File: src/rtl/uart_rx_if.sv
// CPU load-port bundle shared by the UART receive block and its bus master.
// mem_rstrb_i is a one-cycle strobe per load and is never stalled. mem_rdata_o is combinational from the address and the current state.
// A load takes effect, by popping data or clearing flags, on the clock edge that ends the strobe cycle.
interface uart_rx_if;
  logic [31:0] mem_addr_i;
  logic        mem_rstrb_i;
  logic [31:0] mem_rdata_o;

  modport master (
    output mem_addr_i,
    output mem_rstrb_i,
    input  mem_rdata_o
  );

  modport slave (
    input  mem_addr_i,
    input  mem_rstrb_i,
    output mem_rdata_o
  );
endinterface

File: src/rtl/uart_rx.sv
// Memory-mapped UART receiver: 8N1 deserialiser feeding an RX FIFO that the CPU drains by loads.
// Define UART_RX_PARITY_EN to receive 8E1 frames with even-parity checking.
`ifndef IO_MEM_MAP_BIT
`define IO_MEM_MAP_BIT 22
`endif
`ifndef UART_MEM_MAP_BIT
`define UART_MEM_MAP_BIT 4
`endif

module uart_rx #(
  parameter int IO_MEM_MAP_BIT   = `IO_MEM_MAP_BIT,
  parameter int UART_MEM_MAP_BIT = `UART_MEM_MAP_BIT,
  parameter int CLK_FREQ_HZ      = 50_000_000,
  parameter int BAUD_RATE        = 115_200,
  parameter int FIFO_DEPTH       = 8
) (
  input  logic       clk,
  input  logic       rst,
  input  logic       uart_rx_i,
  uart_rx_if.slave   bus,
  output logic       rx_irq_o,
  output logic [2:0] dbg_state
);

  localparam int CLKS_PER_BIT = CLK_FREQ_HZ / BAUD_RATE;
  localparam int CW           = $clog2(CLKS_PER_BIT);
  localparam int PTR_W        = $clog2(FIFO_DEPTH);
  localparam logic [CW-1:0] CNT_LAST = CW'(CLKS_PER_BIT - 1);
  localparam logic [CW-1:0] CNT_HALF = CW'(CLKS_PER_BIT / 2);
  localparam logic [PTR_W:0] CNT_FULL = (PTR_W + 1)'(FIFO_DEPTH);

`ifdef UART_RX_PARITY_EN
  typedef enum logic [2:0] {
    S_IDLE      = 3'd0,
    S_START     = 3'd1,
    S_DATA      = 3'd2,
    S_STOP      = 3'd3,
    S_WAIT_IDLE = 3'd4,
    S_PARITY    = 3'd5
  } state_t;
`else
  typedef enum logic [2:0] {
    S_IDLE      = 3'd0,
    S_START     = 3'd1,
    S_DATA      = 3'd2,
    S_STOP      = 3'd3,
    S_WAIT_IDLE = 3'd4
  } state_t;
`endif

  state_t          state_q, state_d;
  logic [CW-1:0]   cnt_q, cnt_d;
  logic [2:0]      bit_idx_q, bit_idx_d;
  logic [7:0]      shift_q, shift_d;
  logic            par_bad_q, par_bad_d;
  logic            push, fe_set, pe_set;

  logic            sync1_q, sync2_q;
  logic            line;

  logic [7:0]      fifo_mem [FIFO_DEPTH];
  logic [PTR_W-1:0] head_q, tail_q;
  logic [PTR_W:0]  count_q;
  logic            empty, full;
  logic            do_push, do_pop, overrun_set;

  logic            overrun_q, framing_err_q, parity_err_q;
  logic            sel, data_rd, status_rd;
  logic [7:0]      head_byte;

  // Two-flop synchroniser; idles high so reset never looks like a start bit.
  always_ff @(posedge clk or negedge rst) begin
    if (!rst) begin
      sync1_q <= 1'b1;
      sync2_q <= 1'b1;
    end else begin
      sync1_q <= uart_rx_i;
      sync2_q <= sync1_q;
    end
  end

  assign line = sync2_q;

  always_ff @(posedge clk or negedge rst) begin
    if (!rst) begin
      state_q   <= S_IDLE;
      cnt_q     <= '0;
      bit_idx_q <= '0;
      shift_q   <= '0;
      par_bad_q <= 1'b0;
    end else begin
      state_q   <= state_d;
      cnt_q     <= cnt_d;
      bit_idx_q <= bit_idx_d;
      shift_q   <= shift_d;
      par_bad_q <= par_bad_d;
    end
  end

  // The START state decides at mid-bit. Every later sample falls a whole bit period after the one before it, so each sample lands mid-bit.
  always_comb begin
    state_d   = state_q;
    cnt_d     = cnt_q;
    bit_idx_d = bit_idx_q;
    shift_d   = shift_q;
    par_bad_d = par_bad_q;
    push      = 1'b0;
    fe_set    = 1'b0;
    pe_set    = 1'b0;
    case (state_q)
      S_IDLE: begin
        cnt_d = '0;
        if (!line) state_d = S_START;
      end
      S_START: begin
        if (cnt_q == CNT_HALF) begin
          cnt_d = '0;
          if (line) begin
            state_d = S_IDLE;
          end else begin
            state_d   = S_DATA;
            bit_idx_d = '0;
            par_bad_d = 1'b0;
          end
        end else begin
          cnt_d = cnt_q + 1'b1;
        end
      end
      S_DATA: begin
        if (cnt_q == CNT_LAST) begin
          cnt_d     = '0;
          shift_d   = {line, shift_q[7:1]};
          bit_idx_d = bit_idx_q + 1'b1;
          if (bit_idx_q == 3'd7) begin
`ifdef UART_RX_PARITY_EN
            state_d = S_PARITY;
`else
            state_d = S_STOP;
`endif
          end
        end else begin
          cnt_d = cnt_q + 1'b1;
        end
      end
`ifdef UART_RX_PARITY_EN
      S_PARITY: begin
        if (cnt_q == CNT_LAST) begin
          cnt_d   = '0;
          state_d = S_STOP;
          if (line != ^shift_q) begin
            pe_set    = 1'b1;
            par_bad_d = 1'b1;
          end
        end else begin
          cnt_d = cnt_q + 1'b1;
        end
      end
`endif
      S_STOP: begin
        if (cnt_q == CNT_LAST) begin
          cnt_d = '0;
          if (line) begin
            push    = !par_bad_q;
            state_d = S_IDLE;
          end else begin
            fe_set  = 1'b1;
            state_d = S_WAIT_IDLE;
          end
        end else begin
          cnt_d = cnt_q + 1'b1;
        end
      end
      S_WAIT_IDLE: begin
        cnt_d = '0;
        if (line) state_d = S_IDLE;
      end
      default: state_d = S_IDLE;
    endcase
  end

  assign dbg_state = state_q;

  assign sel       = bus.mem_addr_i[IO_MEM_MAP_BIT] & bus.mem_addr_i[UART_MEM_MAP_BIT];
  assign data_rd   = sel & bus.mem_rstrb_i & !bus.mem_addr_i[2];
  assign status_rd = sel & bus.mem_rstrb_i &  bus.mem_addr_i[2];

  assign empty       = (count_q == '0);
  assign full        = (count_q == CNT_FULL);
  assign do_pop      = data_rd & !empty;
  // A full FIFO still accepts a byte when a pop on the same edge frees a slot.
  assign do_push     = push & (!full | do_pop);
  assign overrun_set = push & full & !do_pop;

  always_ff @(posedge clk) begin
    if (do_push) fifo_mem[tail_q] <= shift_q;
  end

  always_ff @(posedge clk or negedge rst) begin
    if (!rst) begin
      head_q  <= '0;
      tail_q  <= '0;
      count_q <= '0;
    end else begin
      if (do_push) tail_q <= tail_q + 1'b1;
      if (do_pop)  head_q <= head_q + 1'b1;
      case ({do_push, do_pop})
        2'b10:   count_q <= count_q + 1'b1;
        2'b01:   count_q <= count_q - 1'b1;
        default: count_q <= count_q;
      endcase
    end
  end

  // A status read clears the sticky flags, but an error raised on that same edge still sets its flag.
  always_ff @(posedge clk or negedge rst) begin
    if (!rst) begin
      overrun_q     <= 1'b0;
      framing_err_q <= 1'b0;
      parity_err_q  <= 1'b0;
      rx_irq_o      <= 1'b0;
    end else begin
      overrun_q     <= overrun_set | (overrun_q     & !status_rd);
      framing_err_q <= fe_set      | (framing_err_q & !status_rd);
      parity_err_q  <= pe_set      | (parity_err_q  & !status_rd);
      rx_irq_o      <= !empty;
    end
  end

  assign head_byte = empty ? 8'h00 : fifo_mem[head_q];

  always_comb begin
    bus.mem_rdata_o = 32'h0;
    if (sel) begin
      if (bus.mem_addr_i[2])
        bus.mem_rdata_o = {27'b0, parity_err_q, framing_err_q, overrun_q, full, !empty};
      else
        bus.mem_rdata_o = {23'b0, !empty, head_byte};
    end
  end

endmodule

File: src/flat_wrapper.sv
// flat-port wrapper written by rule: the top's interface ports become plain ports
module uart_rx_flat 
#(
  parameter int IO_MEM_MAP_BIT   = `IO_MEM_MAP_BIT,
  parameter int UART_MEM_MAP_BIT = `UART_MEM_MAP_BIT,
  parameter int CLK_FREQ_HZ      = 50_000_000,
  parameter int BAUD_RATE        = 115_200,
  parameter int FIFO_DEPTH       = 8
)
  (clk, rst, uart_rx_i, rx_irq_o, dbg_state, bus_mem_addr_i, bus_mem_rstrb_i, bus_mem_rdata_o);
  uart_rx_if bus_i ();
  input  logic clk;
  input  logic rst;
  input  logic uart_rx_i;
  output logic rx_irq_o;
  output logic [2:0] dbg_state;
  input wire logic [$bits(bus_i.mem_addr_i)-1:0] bus_mem_addr_i;
  input wire logic [$bits(bus_i.mem_rstrb_i)-1:0] bus_mem_rstrb_i;
  output wire logic [$bits(bus_i.mem_rdata_o)-1:0] bus_mem_rdata_o;
  assign bus_i.mem_addr_i = bus_mem_addr_i;
  assign bus_i.mem_rstrb_i = bus_mem_rstrb_i;
  assign bus_mem_rdata_o = bus_i.mem_rdata_o;
  uart_rx #(.IO_MEM_MAP_BIT(IO_MEM_MAP_BIT), .UART_MEM_MAP_BIT(UART_MEM_MAP_BIT), .CLK_FREQ_HZ(CLK_FREQ_HZ), .BAUD_RATE(BAUD_RATE), .FIFO_DEPTH(FIFO_DEPTH)) u_core (.clk(clk), .rst(rst), .uart_rx_i(uart_rx_i), .bus(bus_i), .rx_irq_o(rx_irq_o), .dbg_state(dbg_state));
endmodule
File: config.mk
export PLATFORM = sky130hd
export DESIGN_NAME = uart_rx_flat
export DESIGN_NICKNAME = d
export VERILOG_FILES = /design/src/rtl/uart_rx_if.sv /design/src/rtl/uart_rx.sv /design/src/flat_wrapper.sv
export SDC_FILE = /design/constraint.sdc
export NUM_CORES = 1
export LEC_CHECK = 0
export ABC_AREA = 1
export CORE_ASPECT_RATIO = 0.7
export CORE_UTILIZATION = 50
export CTS_CLUSTER_DIAMETER = 100
export DETAILED_ROUTE_END_ITERATION = 10
export PLACE_DENSITY = 0.79
export RECOVER_POWER = 50
export SYNTH_ARGS = -nofsm -noshare
export SYNTH_HDL_FRONTEND = slang
export SYNTH_SLANG_ARGS = --single-unit
export TNS_END_PERCENT = 5
File: constraint.sdc
create_clock -name clk -period 2.9 [get_ports clk]
set_clock_uncertainty 0.15 [all_clocks]
set_input_delay 0.725 -clock clk [delete_from_list [all_inputs] [get_ports clk]]
set_output_delay 0.725 -clock clk [all_outputs]
set_load 0.005 [all_outputs]
Yosys cells after proc, flatten, opt, wreduce, memory -nomap -nowiden --
Memory sizes are Yosys's and may differ from the RTL's. Cells that the tools add are included.
Word-level totals: bits in registers 39, bits in writable memories 64, output and inout bits 36, logic and storage cells 94, memories kept 1
Operators by class: add/subtract/negate cells 6, equality and inequality tests 17, multiplexer cells 28, bitwise gates (word level) 14, reduce and logical (&&, ||, !) cells 15
Memories:
- u_core.fifo_mem | words 8, width 8, rd ports 1, clocked after Yosys merged registers in 0, write ports 1, RTL line uart_rx.sv:61 | logic [7:0] fifo_mem [FIFO_DEPTH];
Operator list (count):
- $mux W32 | 1
- $mux W3 | 10
- $mux W9 | 3
- $pmux W9 S3 | 1
- $pmux W3 S5 | 1
- $and A1 B1 Y1 | 11
- $ne A2 B1 Y1 const B | 5
- $add A3 B1 Y3 const B | 3
- $add A9 B1 Y9 const B | 1
- $eq A9 B8 Y1 const B | 1
- $eq A9 B9 Y1 const B | 1
- $mux W1 | 8
- $mux W8 | 1
- $pmux W4 S2 | 1
- $eq A3 B2 Y1 const B | 2
- $eq A3 B3 Y1 const B | 2
- $pmux W3 S2 | 1
- $reduce_and A6 Y1 | 1
- $logic_not A1 Y1 | 5
- $add A4 B1 Y4 const B | 1
- $eq A4 B4 Y1 const B | 1
- $logic_not A4 Y1 | 1
- $ne A2 B2 Y1 const B | 2
- $reduce_and A4 Y1 | 1
- other kinds (11) | 15

Longest topological paths before layout --
Gate-level depths: netlist (run 1).
depth after elaboration 8, depth in mapped cells 16, depth with buffers taken out 16

Worst setup path after synthesis (run 1) --
No wires, ideal clock.
path kind input to register, start point input port bus_mem_addr_i[2], end point memory u_core.fifo_mem[1][0] (enable), setup time 0.383 ns, data arrival time 2.163 ns, data required time 2.367 ns, slack 0.204 ns, stages on the path 8, cells stage by stage buf_6 -> inv_1 -> nand3_4 -> nor2_8 -> nor2_4 -> nor2_4 -> nand2_1 -> nor3_1
Between the ends: longest elaborated chain between the ends 7
RTL lines:
- start: declaration | RTL line flat_wrapper.sv:17 | input wire logic [$bits(bus_i.mem_addr_i)-1:0] bus_mem_addr_i;
- $logic_not A1 Y1 | RTL line uart_rx.sv:184 | assign data_rd = sel & bus.mem_rstrb_i & !bus.mem_addr_i[2];
- $and A1 B1 Y1 | RTL line uart_rx.sv:184
- $and A1 B1 Y1 | RTL line uart_rx.sv:189 | assign do_pop = data_rd & !empty;
- $or A1 B1 Y1 | RTL line uart_rx.sv:191 | assign do_push = push & (!full | do_pop);
- $and A1 B1 Y1 | RTL line uart_rx.sv:191
- $mux W1 | RTL line uart_rx.sv:195 | if (do_push) fifo_mem[tail_q] <= shift_q;
- $mux W1 (not written as such) | RTL line uart_rx.sv:195
- end: declaration | RTL line uart_rx.sv:61
Every way passes these cells.

Worst setup path in the final report (run 1) --
start point register u_core.head_q[1], end point output port bus_mem_rdata_o[3]
Between the ends: longest elaborated chain between the ends 4
RTL lines:
- start: declaration | RTL line uart_rx.sv:62 | logic [PTR_W-1:0] head_q, tail_q;
- start signal: assignment | RTL line uart_rx.sv:205 | if (do_pop) head_q <= head_q + 1'b1;
- $mem_v2 Z8 W8
- $mux W8 | RTL line uart_rx.sv:229 | assign head_byte = empty ? 8'h00 : fifo_mem[head_q];
- $mux W9 | RTL line uart_rx.sv:234 | if (bus.mem_addr_i[2])
- $mux W32 | RTL line uart_rx.sv:233 | if (sel) begin
- end: declaration | RTL line flat_wrapper.sv:19 | output wire logic [$bits(bus_i.mem_rdata_o)-1:0] bus_mem_rdata_o;
Every way passes these cells.

==> results_dict.tcl, run 1 <==
set metrics [dict create \
    r2r_cells 11 \
    drtPass1Iterations 5 \
    grt_use_met2 0.324 \
    rows 29 \
    pre_cts_slack_ns -0.507 \
    ys_ff_latch 103 \
    synth_common_cells "64 x edfxtp_1, 58 x nand2_1, 48 x nor2_1" \
    fp.coreArea_um2 9220 \
    drt_iter0_drc 361 \
    synthAdderAreaFrac 0.0181 \
    hold_viol 0 \
    die_area_um2 10100 \
    synth-main-ff-cell "edfxtp_1" \
    synthesis.area_um2 4830 \
    grt_usage 0.215 \
    hold_ws_ns 0.207 \
    arrival_ns 2.17 \
    slew_headroom -0.414 \
    post-dp-hpwl_mm 6.80 \
    synth_top_area_share 0.398 \
    finalSetupViolCount 3 \
    p_sw_mw 1.30 \
    r2r_slack_ns 0.41 \
    place_inst 605 \
    initial_core_util 0.524 \
    max_freq_ghz 0.328 \
    fin_crit_sh 1.05 \
    viasPerCell 5.47 \
    tightest_slew_ns 2.12 \
    fin_cells 623 \
    htree_num_levels 3 \
    crit_fanout 11 \
    io_pins 72 \
    netSwitchingFraction 0.307 \
    nets 537 \
    p_leak_nw 2.50 \
    finalWeightedCongestion 0.873 \
    final_max_slew_viol_count 40 \
    grt_pass1_wl_mm 16.4 \
    wl_per_cell_um 16.4 \
    synth_top_family_by_area "simple AND/OR/NAND/NOR gates" \
    p_comb_frac 0.277 \
    met1_usage 0.299 \
    synth_cell_types 45 \
    synth_xor_area_frac 0.0215 \
    yosysMostFrequentCell "edfxtp_1" \
    dieHeight_um 84.3 \
    syn_avg_cell_area_um2 10.8 \
    cp-end-kind "primary output" \
    crit_path_cell_trace "inv_1, buf_6, o21ai_0, o22ai_1, o211ai_1, a21oi_1, clkdlybuf4s50_1" \
    timing.critical_path.from "u_core.head_q[1]$_DFFE_PN0P_" \
    synthMuxAreaShare 0.0163 \
    cp_slowest_stage_delay_ns 0.53 \
    drive_gt1_frac 0.196 \
    vias 3405 \
    min_delay_path_depth 0 \
    clkLatencyLatePin_ns 0.35 \
    drv_cap 1 \
    holdCritStartpoint "u_core.sync1_q$_DFF_PN1_" \
    io_buffers 19 \
    wirelength_mm 10.2 \
    synth_compound_area_frac 0.0973 \
    seq_power_share 0.397 \
    synth_edf_count 64 \
    crit_slowest_cell "clkdlybuf4s50_1" \
    die_x_um 120 \
    ir_drop_uv 377 \
    synth.yosys.seq_area_share 0.600 \
    synth.area.top_cells "edfxtp_1 40%, dfrtp_1 19%, nand2_1 4.5%" \
    top_usage_layer "met2" \
    path_clk_slew_ns 0.06 \
    rsz0062_at_grt "yes" \
    p_per_area_nw_per_um2 744 \
    synth_top_area_cell "edfxtp_1" \
    grt_max_degree 40 \
    synth-simple-area-share 0.168 \
    power_mw 4.23 \
    finalWorstSetupSlack_ns -0.148 \
    clock-sinks 103 \
    layout_min_cycle_time_ns 3.05 \
    area_growth_pct 17.6 \
    violations "capacitance limit, slew limit, setup timing" \
    post-route-drc-count 0 \
    syn_inst 446 \
    antenna_found_initial 0 \
    postCtsHoldBufs 0 \
    met3_usage 0.0584 \
    clockBufferDepth 2 \
    cts_tree "yes" \
    numCtsBuffers 9 \
    antenna_cells 0 \
    ant_nets 0 \
    p_int_mw 2.93 \
    r2r-start "u_core.cnt_q[1]$_DFFE_PN0P_" \
    grt_remaining_overflow 0 \
    required_ns 2.03 \
    pwr-share-clk 0.325 \
    cp-start-kind "flop" \
    first_global_vias 3264 \
    cts-root-buf "clkbuf_16" \
    hp-class "flop to flop" \
    status "finished with violations" \
    synthArstFlopShare 0.379 \
    ys_warn_count 0 \
    crit_type "flop to primary output" \
    final_util 0.617 \
]
-- power by group through the flow --
stage	logic, mW	clock network, mW	registers (mW)
after detailed placement	1.06	0	1.70
after CTS	1.16	1.40	1.67
after global placement	1.02	0	1.70
after global routing	1.30	1.45	1.69
after floorplan	0.727	0	1.68
final	1.17	1.38	1.68
-- cell type report --
class / count / area (um2)
clock inverters: 7 / 118
fillers: 702 / 3530
repair buffers: 49 / 458
multi-input cells: 291 / 1670
flip-flops and latches: 103 / 2900
inverters: 40 / 156
clock buffers: 9 / 225
well taps: 124 / 155
-- layout by cell type, fill, tap and decap left out, types with 4 or more instances in the layout --
cell / count
a21oi_1: 6
nand3_1: 16
inv_1: 32
inv_2: 6
xor2_1: 9
o22ai_1: 6
mux2_2: 7
nand2_1: 58
dfrtp_1: 36
nand2_2: 6
nor3_1: 13
nor2_2: 4
edfxtp_1: 64
buf_4: 24
o21ai_0: 40
ha_1: 7
conb_1: 23
o211ai_1: 4
nor2_1: 47
o221ai_1: 6
clkdlybuf4s50_1: 10
clkbuf_16: 9
nor2_4: 4
o21ai_1: 5
-- sequential cells by signal, indices dropped and copies added, names as in the netlist, 3 cells and up --
name	cells
u_core.cnt_q	9
u_core.count_q	4
u_core.shift_q	8
u_core.fifo_mem	64
u_core.head_q	3
u_core.dbg_state	3
u_core.tail_q	3
u_core.bit_idx_q	3
-- metrics by stage --
step | area (um2) | setup TNS, ns
2_1_floorplan | 4920 | 0
3_3_place_gp | 5280 | -4.78
3_5_place_dp | 5280 | -7.36
4_1_cts | 5670 | -0.579
5_1_grt | 5680 | -0.729
6_report | 5680 | -0.378
-- repair_timing --
action,4_1_cts,5_1_grt
buffers inserted,1,0
pin swaps,4,5
endpoints found under the setup margin,9,8
gates cloned,1,0
resized for setup,23,9
-- path summary, 6_finish.rpt --
path / endpoint
min reg2reg: u_core.line$_DFF_PN1_
min: u_core.line$_DFF_PN1_
min in group asynchronous: u_core.count_q[3]$_DFFE_PN0P_
max in group asynchronous: u_core.head_q[0]$_DFFE_PN0P_
max reg2reg: u_core.fifo_mem[0][5]$_DFFE_PP_
max: bus_mem_rdata_o[3]
-- worst max-delay path, delay by kind of cell (launching register included) --
family | cells | cell delay (ns)
buffers and inverters | 3 | 0.85
AOI/OAI and AO/OA | 4 | 0.59
DFF | 1 | 0.38
-- cell families (layout without fill, tap and decap cells) --
group | after synthesis | in the layout
other cells | 1 | 23
buf+inv | 74 | 105
simple gates | 163 | 163
mux | 7 | 7
compound gates | 80 | 80
xor+xnor | 11 | 11
flops | 103 | 103
fa+ha+maj | 7 | 7
-- layer usage --
metal  vias up  wire, um
met5         -         0
met2       147      4710
met1      1655      4600
li1       1585         -
met3        18       733
met4         0       150
Power figures use the tool's default switching activity.
==> run 2: changes to the inputs <==
--- a/config.mk
+++ b/config.mk
@@ -12,6 +12,7 @@
 export DETAILED_ROUTE_END_ITERATION = 10
 export PLACE_DENSITY = 0.79
 export RECOVER_POWER = 50
+export REMOVE_ABC_BUFFERS = 1
 export SYNTH_ARGS = -nofsm -noshare
 export SYNTH_HDL_FRONTEND = slang
 export SYNTH_SLANG_ARGS = --single-unit
==> results_dict.tcl, run 2 (synthesized netlist as in run 1, its figures left out) <==
set metrics [dict create \
    status "finished with violations" \
    violations "capacitance limit, slew limit, setup timing" \
    hold_viol 0 \
    drtPass1Iterations 5 \
    final_max_slew_viol_count 40 \
    crit_slowest_cell "clkdlybuf4s50_1" \
    required_ns 2.03 \
    layout_common_cells "64 x edfxtp_1, 58 x nand2_1, 47 x nor2_1" \
    r2r_slack_ns 0.48 \
    fillers 711 \
    cts-root-buf "clkbuf_16" \
    antenna_found_initial 0 \
    cp-start-kind "flop" \
    grt_remaining_overflow 0 \
    grt_usage 0.203 \
    die_area_um2 10100 \
    wl_per_cell_um 15.4 \
    area_growth_pct 16.4 \
    finalWeightedCongestion 0.838 \
    drt_iter0_drc 367 \
    path_clk_slew_ns 0.07 \
    final-seq-area_um2 2900 \
    vias 3368 \
    crit_path_cell_trace "inv_2, buf_12, o21ai_0, o22ai_1, o211ai_1, a21oi_1, clkdlybuf4s50_1" \
    htree_num_levels 3 \
    rsz0062_at_grt "yes" \
    initial_core_util 0.524 \
    p_leak_nw 2.47 \
    clock-sinks 103 \
    fp.coreArea_um2 9220 \
    wirelength_mm 9.60 \
    antenna_cells 0 \
    die_x_um 120 \
    arrival_ns 2.18 \
    nets 537 \
    largest_registers "u_core.fifo_mem: 64 flops, u_core.cnt_q: 9 flops, u_core.shift_q: 8 flops" \
    clockBufferDepth 2 \
    first_global_vias 3118 \
    fin_crit_sh 1.05 \
    cp_slowest_stage_delay_ns 0.54 \
    p_per_area_nw_per_um2 715 \
    grt_pass1_wl_mm 15.6 \
    clkLatencyLatePin_ns 0.34 \
    post-dp-hpwl_mm 6.49 \
    io_buffers 19 \
    hp-class "flop to flop" \
    drv_cap 1 \
    layout_min_cycle_time_ns 3.05 \
    ir_drop_uv 350 \
    cts_tree "yes" \
    slew_headroom -0.386 \
    hold_ws_ns 0.207 \
    critPathBufInv 3 \
    viasPerCell 5.41 \
    max_freq_ghz 0.328 \
    multi_input_area_um2 1670 \
    rows 29 \
    ant_nets 0 \
    drive_gt1_frac 0.194 \
    cp_top_family "buffers and inverters" \
    crit_fanout 16 \
    top_register "u_core.fifo_mem" \
    dieHeight_um 84.3 \
    crit_type "flop to primary output" \
    largest_reg_flops 64 \
    finalWorstSetupSlack_ns -0.151 \
    layout_commonest_cell "edfxtp_1" \
    grt_max_degree 40 \
    post-route-drc-count 0 \
    numCtsBuffers 9 \
    io_pins 72 \
    tightest_slew_ns 2.08 \
    finalSetupViolCount 2 \
    cp-end-kind "primary output" \
    pre_cts_slack_ns -0.433 \
]
==> run 2: changes by cell type in the layout (fill, tap and decap cells not counted), sizes merged <==
cell,change
clkdlybuf4s50,-1
dlygate4sd2,+1
bufbuf,+1
clkbuf,+2
clkinv,-1
buf,-1
bufinv,-3
clkinvlp,+2
==> run 2: area by class of cell <==
cell class	count	area share
Clock buffer	11	0.0452
Clock inverter	5	0.00667
Inverter	40	0.0276
Multi-Input combinational cell	291	0.296
Sequential cell	103	0.516
Tap cell	124	0.0276
Timing Repair Buffer	49	0.0814
==> run 2: path summary, 6_finish.rpt <==
path / from / to / cells past startpoint
hold / removal: u_core.sync1_q$_DFF_PN1_ / u_core.line$_DFF_PN1_ / 0
max in group asynchronous: rst / u_core.shift_q[4]$_DFFE_PN0P_ / 1
setup / recovery: u_core.head_q[0]$_DFFE_PN0P_ / bus_mem_rdata_o[1] / 7
hold reg to reg: u_core.sync1_q$_DFF_PN1_ / u_core.line$_DFF_PN1_ / 0
setup reg to reg: u_core.cnt_q[1]$_DFFE_PN0P_ / u_core.fifo_mem[2][1]$_DFFE_PP_ / 11
min in group asynchronous: rst / u_core.head_q[0]$_DFFE_PN0P_ / 1
==> run 2: power by group <==
group | internal (mW) | switching, mW
combinational | 0.506 | 0.681
sequential | 1.60 | 0.0757
clock | 0.639 | 0.519
==> run 2: repair_timing <==
action	4_1_cts	5_1_grt
setup endpoints to repair	9	7
setup buffers	3	0
hold buffers	0	0
gates resized for setup	27	5
cloned	1	0
pin swaps	4	4
==> run 2: metrics by stage <==
stage | std cells | util | cell area, um2 | TNS, ns | power [mW]
finish | 623 | 0.610 | 5630 | -0.218 | 4.02
global route | 623 | 0.610 | 5630 | -0.555 | 4.24
CTS | 623 | 0.609 | 5620 | -0.329 | 4.02
detailed placement | 603 | 0.568 | 5240 | -4.91 | 2.71
global placement | 603 | 0.568 | 5240 | -2.68 | 2.68
floorplan | 434 | - | 4690 | 0 | 2.34
==> run 2: routing by layer <==
metal / vias up / GRT usage / wire length [um]
met5: - / 0 / 0
met4: 0 / 0.0784 / 214
met3: 23 / 0.0394 / 774
met2: 152 / 0.314 / 4330
met1: 1605 / 0.284 / 4280
li1: 1588 / - / -
